$ cat src/rtl/ps2_mouse_rx.sv
// PS/2 device-to-host byte receiver: synchronizes and debounces the raw lines,
// deserializes 11-bit frames and emits one strobe per frame (good byte or error).
module ps2_mouse_rx #(
  parameter int FILTER_LEN     = 8,
  parameter int TIMEOUT_CYCLES = 200000
) (
  input  logic       clk,
  input  logic       rst,
  input  logic       ps2Clk,
  input  logic       ps2Data,
  output logic [7:0] mouseData,
  output logic       mouseReady,
  output logic       frameError
);

  localparam int TCNT_W = $clog2(TIMEOUT_CYCLES);

  typedef enum logic [1:0] {IDLE, DATA, PARITY, STOP} state_t;

  logic              clk_s1_q, clk_s2_q;
  logic              dat_s1_q, dat_s2_q;
  logic              filt_q;
  logic              fall_q;
  logic [7:0]        fcnt_q;
  logic              filt_flip;

  state_t            state_q;
  logic [2:0]        bitcnt_q;
  logic [7:0]        shift_q;
  logic [7:0]        shift_d;
  logic              par_q;
  logic [TCNT_W-1:0] tcnt_q;
  logic [7:0]        data_q;
  logic              ready_q;
  logic              err_q;

  assign filt_flip = (clk_s2_q != filt_q) && (fcnt_q == 8'(FILTER_LEN - 1));
  assign shift_d   = {dat_s2_q, shift_q[7:1]};

  // Stage 0: two-flop synchronizers; idle-high so reset cannot fake a fall
  always_ff @(posedge clk) begin
    if (rst) begin
      clk_s1_q <= 1'b1;
      clk_s2_q <= 1'b1;
      dat_s1_q <= 1'b1;
      dat_s2_q <= 1'b1;
    end else begin
      clk_s1_q <= ps2Clk;
      clk_s2_q <= clk_s1_q;
      dat_s1_q <= ps2Data;
      dat_s2_q <= dat_s1_q;
    end
  end

  // Stage 1: glitch filter, any sample matching the current level restarts the run
  always_ff @(posedge clk) begin
    if (rst) begin
      filt_q <= 1'b1;
      fcnt_q <= '0;
      fall_q <= 1'b0;
    end else begin
      fall_q <= filt_flip && filt_q;
      if (clk_s2_q == filt_q) begin
        fcnt_q <= '0;
      end else if (filt_flip) begin
        filt_q <= clk_s2_q;
        fcnt_q <= '0;
      end else begin
        fcnt_q <= fcnt_q + 8'd1;
      end
    end
  end

  // Stage 2: frame FSM; a fall event takes precedence over an expiring timeout
  always_ff @(posedge clk) begin
    if (rst) begin
      state_q  <= IDLE;
      bitcnt_q <= '0;
      tcnt_q   <= '0;
      data_q   <= 8'h00;
      ready_q  <= 1'b0;
      err_q    <= 1'b0;
    end else begin
      ready_q <= 1'b0;
      err_q   <= 1'b0;
      if (fall_q) begin
        tcnt_q <= '0;
        case (state_q)
          IDLE: begin
            if (!dat_s2_q) begin
              state_q  <= DATA;
              bitcnt_q <= '0;
            end
          end
          DATA: begin
            shift_q  <= shift_d;
            bitcnt_q <= bitcnt_q + 3'd1;
            if (bitcnt_q == 3'd7) state_q <= PARITY;
          end
          PARITY: begin
            par_q   <= dat_s2_q;
            state_q <= STOP;
          end
          STOP: begin
            if (dat_s2_q && (^{shift_q, par_q})) begin
              data_q  <= shift_q;
              ready_q <= 1'b1;
            end else begin
              err_q <= 1'b1;
            end
            state_q <= IDLE;
          end
          default: state_q <= IDLE;
        endcase
      end else if (state_q == IDLE) begin
        tcnt_q <= '0;
      end else if (tcnt_q == TCNT_W'(TIMEOUT_CYCLES - 1)) begin
        state_q <= IDLE;
        tcnt_q  <= '0;
        err_q   <= 1'b1;
      end else begin
        tcnt_q <= tcnt_q + 1'b1;
      end
    end
  end

  assign mouseData  = data_q;
  assign mouseReady = ready_q;
  assign frameError = err_q;

endmodule

$ cat config.mk
export PLATFORM = sky130hd
export DESIGN_NAME = ps2_mouse_rx
export DESIGN_NICKNAME = d
export VERILOG_FILES = /design/src/rtl/ps2_mouse_rx.sv
export SDC_FILE = /design/constraint.sdc
export NUM_CORES = 1
export LEC_CHECK = 0
export CAP_MARGIN = 20
export CORE_MARGIN = 2
export CORE_UTILIZATION = 28
export CTS_CLUSTER_DIAMETER = 60
export DETAILED_ROUTE_END_ITERATION = 10
export PLACE_DENSITY = 0.41
export SETUP_SLACK_MARGIN = 0.4
export SLEW_MARGIN = 5
export SYNTH_ARGS = -nofsm -noshare
export SYNTH_HDL_FRONTEND = slang
export SYNTH_SLANG_ARGS = --single-unit
export TNS_END_PERCENT = 10
$ cat constraint.sdc
create_clock -name clk -period 1.8 [get_ports clk]
set_input_delay 0.27 -clock clk [delete_from_list [all_inputs] [get_ports clk]]
set_output_delay 0.27 -clock clk [all_outputs]
set_load 0.02 [all_outputs]
==> results.cfg, run 1 <==
[run_status]
outcome = finished with violations
violations = setup timing

[sta]
setup_slack_ps = -15.9
slew_violations = 0
holdWs_ps = 407
rsz0062_at_grt = yes
final-hold-violation-count = 0
fin_worst_skew_ps = 11.6
finalSetupViolations = 1
fmax_mhz = 551
post-route-period-util_pct = 101
min_period_ps = 1820
max_slew_margin_pct = 81.7
worst_pin_slew_ps = 271

[final_layout]
area_delta_synth_final_pct = 24.8
final_layout_size_suffix_gt1_share_pct = 22.9
fin_nets = 273
diodes = 0
final_cell_mix = nor2_1, dfxtp_1, buf_4, xor2_1

[route]
first_pass_iters = 3
ant_nets = 0
drcViolationCount = 0
wl_per_cell_um = 11.3
vias_per_cell = 4.39
wl_mm = 4.13
vias = 1612
drt_iter0_drc = 78

[global_routing]
antenna_found_initial = 0
grt_pass1_vias = 1595
grt_max_degree = 19
grt_first_pass_wirelength_mm = 7.36
grt_usage_pct = 10.3
grt_remaining_overflow = 0

[die]
initial_core_util_pct = 28.7
core_area_sq_um = 8180
die_h_um = 95.5
ios = 14
die_area_sq_um = 9120
rows = 33
fp.dieW_um = 95.5

[critical_path]
worstRegToRegCells = 5
cp-start-kind = flop
crit_fanout = 3
slowest_stage = or4_1
crit_buf_inv = 0
rrSetupSlack_ps = -20
cp.arrival_ps = 2040
cp-end-kind = flop
cpPeakStageDelay_ps = 520
cp_top_family = simple AND/OR/NAND/NOR gates
r2r-end = state_q[0]
cp_cell_sequence = and4bb_2 > nand4_1 > o31a_1 > or4_1 > o31ai_1
cp.required_ps = 2020
worstReg2RegStart = tcnt_q[15]
worstSetupPathType = reg -> reg

[yosys]
synth-seq-cells = 56
synth_edf_count = 9
synth-seq-area-share_pct = 51.7
synthesis.nets = 238
synth_cells = 226
postSynthAreaPerCell_sq_um = 10.4
async_flop_share_pct = 0
synthDistinctLibCells = 34
yosys_most_used_dff = dfxtp_1
netlist_area_sq_um = 2340
ys_warn_count = 0

[power]
power_leakage_uw = 0.00119
total_power_uw = 1970
peakVddDrop_uv = 328
powerDensity_nw_per_um2 = 673

[cts]
hold_buffers = 0
cts_tree = yes
cts_root_buffer = clkbuf_8
clk_pin_slew_ps = 100
clock_sinks = 56
clk_latency_ps = 300
h-tree-depth = 2
ctsLongestPathBuffers = 2
cts_buffers = 5

[placement]
io_buffer_count = 13
gp_congestion = 0.704
post-dp-hpwl_mm = 2.90

[hold_path]
hold_start = dat_s1_q
hold_end = dat_s2_q
whs_path_depth = 1
hp-class = reg -> reg

[run]
maxCapViolations = 0
-- sequential cells by signal, indices dropped and copies added (netlist names) --
register / count
state_q: 2
mouseReady: 1
fcnt_q: 8
mouseData: 8
tcnt_q: 18
filt_q: 1
dat_s2_q: 1
clk_s1_q: 1
dat_s1_q: 1
shift_q: 8
frameError: 1
clk_s2_q: 1
par_q: 1
fall_q: 1
bitcnt_q: 3
-- worst register-to-register path, cell delays in order, from the launching register on --
cell and delay [ps]:
dfxtp_4 360, and4bb_2 300, nand4_1 140, o31a_1 340
or4_1 520, o31ai_1 80
-- logic make-up after synthesis --
kind of cell | Yosys count | share of synthesized area [%]
buffers and inverters | 12 | 2.29
multiplexers | 10 | 4.80
XOR/XNOR | 29 | 12.1
adder cells (fa/ha/maj) | 8 | 4.27
AO/OA/AOI/OAI | 10 | 3.10
flip-flops | 56 | 51.7
AND/OR/NAND/NOR | 101 | 21.8
-- stage by stage --
stage | worst slack, ps | std cells | TNS (ps) | util [%] | instance area [sq um]
5_1_grt | -76.3 | 367 | -518 | 35.8 | 2930
6_report | -15.9 | 367 | -15.9 | 35.8 | 2930
3_5_place_dp | -9.92 | 356 | -14.4 | 33.5 | 2740
4_1_cts | -8.00 | 366 | -21.7 | 35.1 | 2870
2_1_floorplan | 27.8 | 226 | 0 | - | 2360
3_3_place_gp | 23.3 | 356 | 0 | 33.5 | 2740
-- cells in the mapped netlist, drive strengths merged (2+ instances only) --
cell type	instances	area, sq um
o21ai	2	10.0
or2	4	25.0
nor2	45	169
a32oi	2	17.5
buf	3	15.0
ha	8	100
edfxtp	9	270
nand4	8	50.1
o31ai	2	15.0
nand2	8	30.0
and4	2	17.5
mux2i	10	113
xnor2	10	87.6
inv	4	15.0
clkbuf	4	15.0
nand3	10	50.1
or4	3	22.5
dfxtp	47	941
and3	9	56.3
xor2	17	149
nor4b	3	26.3
xnor3	2	47.6
and2	4	25.0
-- cell type report --
type,count,area (sq um)
inverter,4,15.0
clock buffer,6,72.6
sequential,56,1220
tap,105,131
timing repair buffer,36,325
fill,835,5250
multi-input combinational,158,1150
clock inverter,2,11.3
-- power by group --
part           switching [uW]  total [uW]  internal (uW)  leakage [uW]
clock network             397         668            271     0.0000388
logic                    14.0        29.3           15.3      0.000690
registers                3.39        1270           1270      0.000463
-- how the worst max path moves through the flow --
| stage | startpoint | to | slack [ps] | cells after the start |
|---|---|---|---|---|
| final | tcnt_q[15] | state_q[0] | -20 | 5 |
| after global routing | shift_q[6] | mouseData[4] | -80 | 6 |
| after CTS | shift_q[5] | mouseData[4] | -8 | 6 |
| after detailed placement | shift_q[3] | mouseData[4] | -10 | 6 |
| after global placement | shift_q[7] | mouseData[7] | 20 | 6 |
| after floorplan | shift_q[3] | mouseData[0] | 30 | 5 |
-- per-layer routing --
layer / vias to the layer above / share of wire, % / GRT usage (%)
met4: 0 / 1.5 / 3.57
met5: - / 0 / 0
met3: 6 / 3.0 / 2.45
li1: 842 / - / -
met2: 15 / 42 / 16.0
met1: 749 / 53 / 14.1
-- repair_timing --
item,in CTS,in global routing
pin swaps,10,9
resized for setup,23,16
buffers inserted,2,1
setup endpoints to repair,43,44
Note: power is estimated with default switching activity, not from simulation.
==> run 2: changes to the inputs <==
--- a/config.mk
+++ b/config.mk
@@ -8,7 +8,7 @@
 export CAP_MARGIN = 20
 export CORE_MARGIN = 2
 export CORE_UTILIZATION = 28
-export CTS_CLUSTER_DIAMETER = 60
+export CTS_CLUSTER_DIAMETER = 50
 export DETAILED_ROUTE_END_ITERATION = 10
 export PLACE_DENSITY = 0.41
 export SETUP_SLACK_MARGIN = 0.4
==> results of run 2 <==
No change in the layout: final DEF, timing and power equal those of run 1.
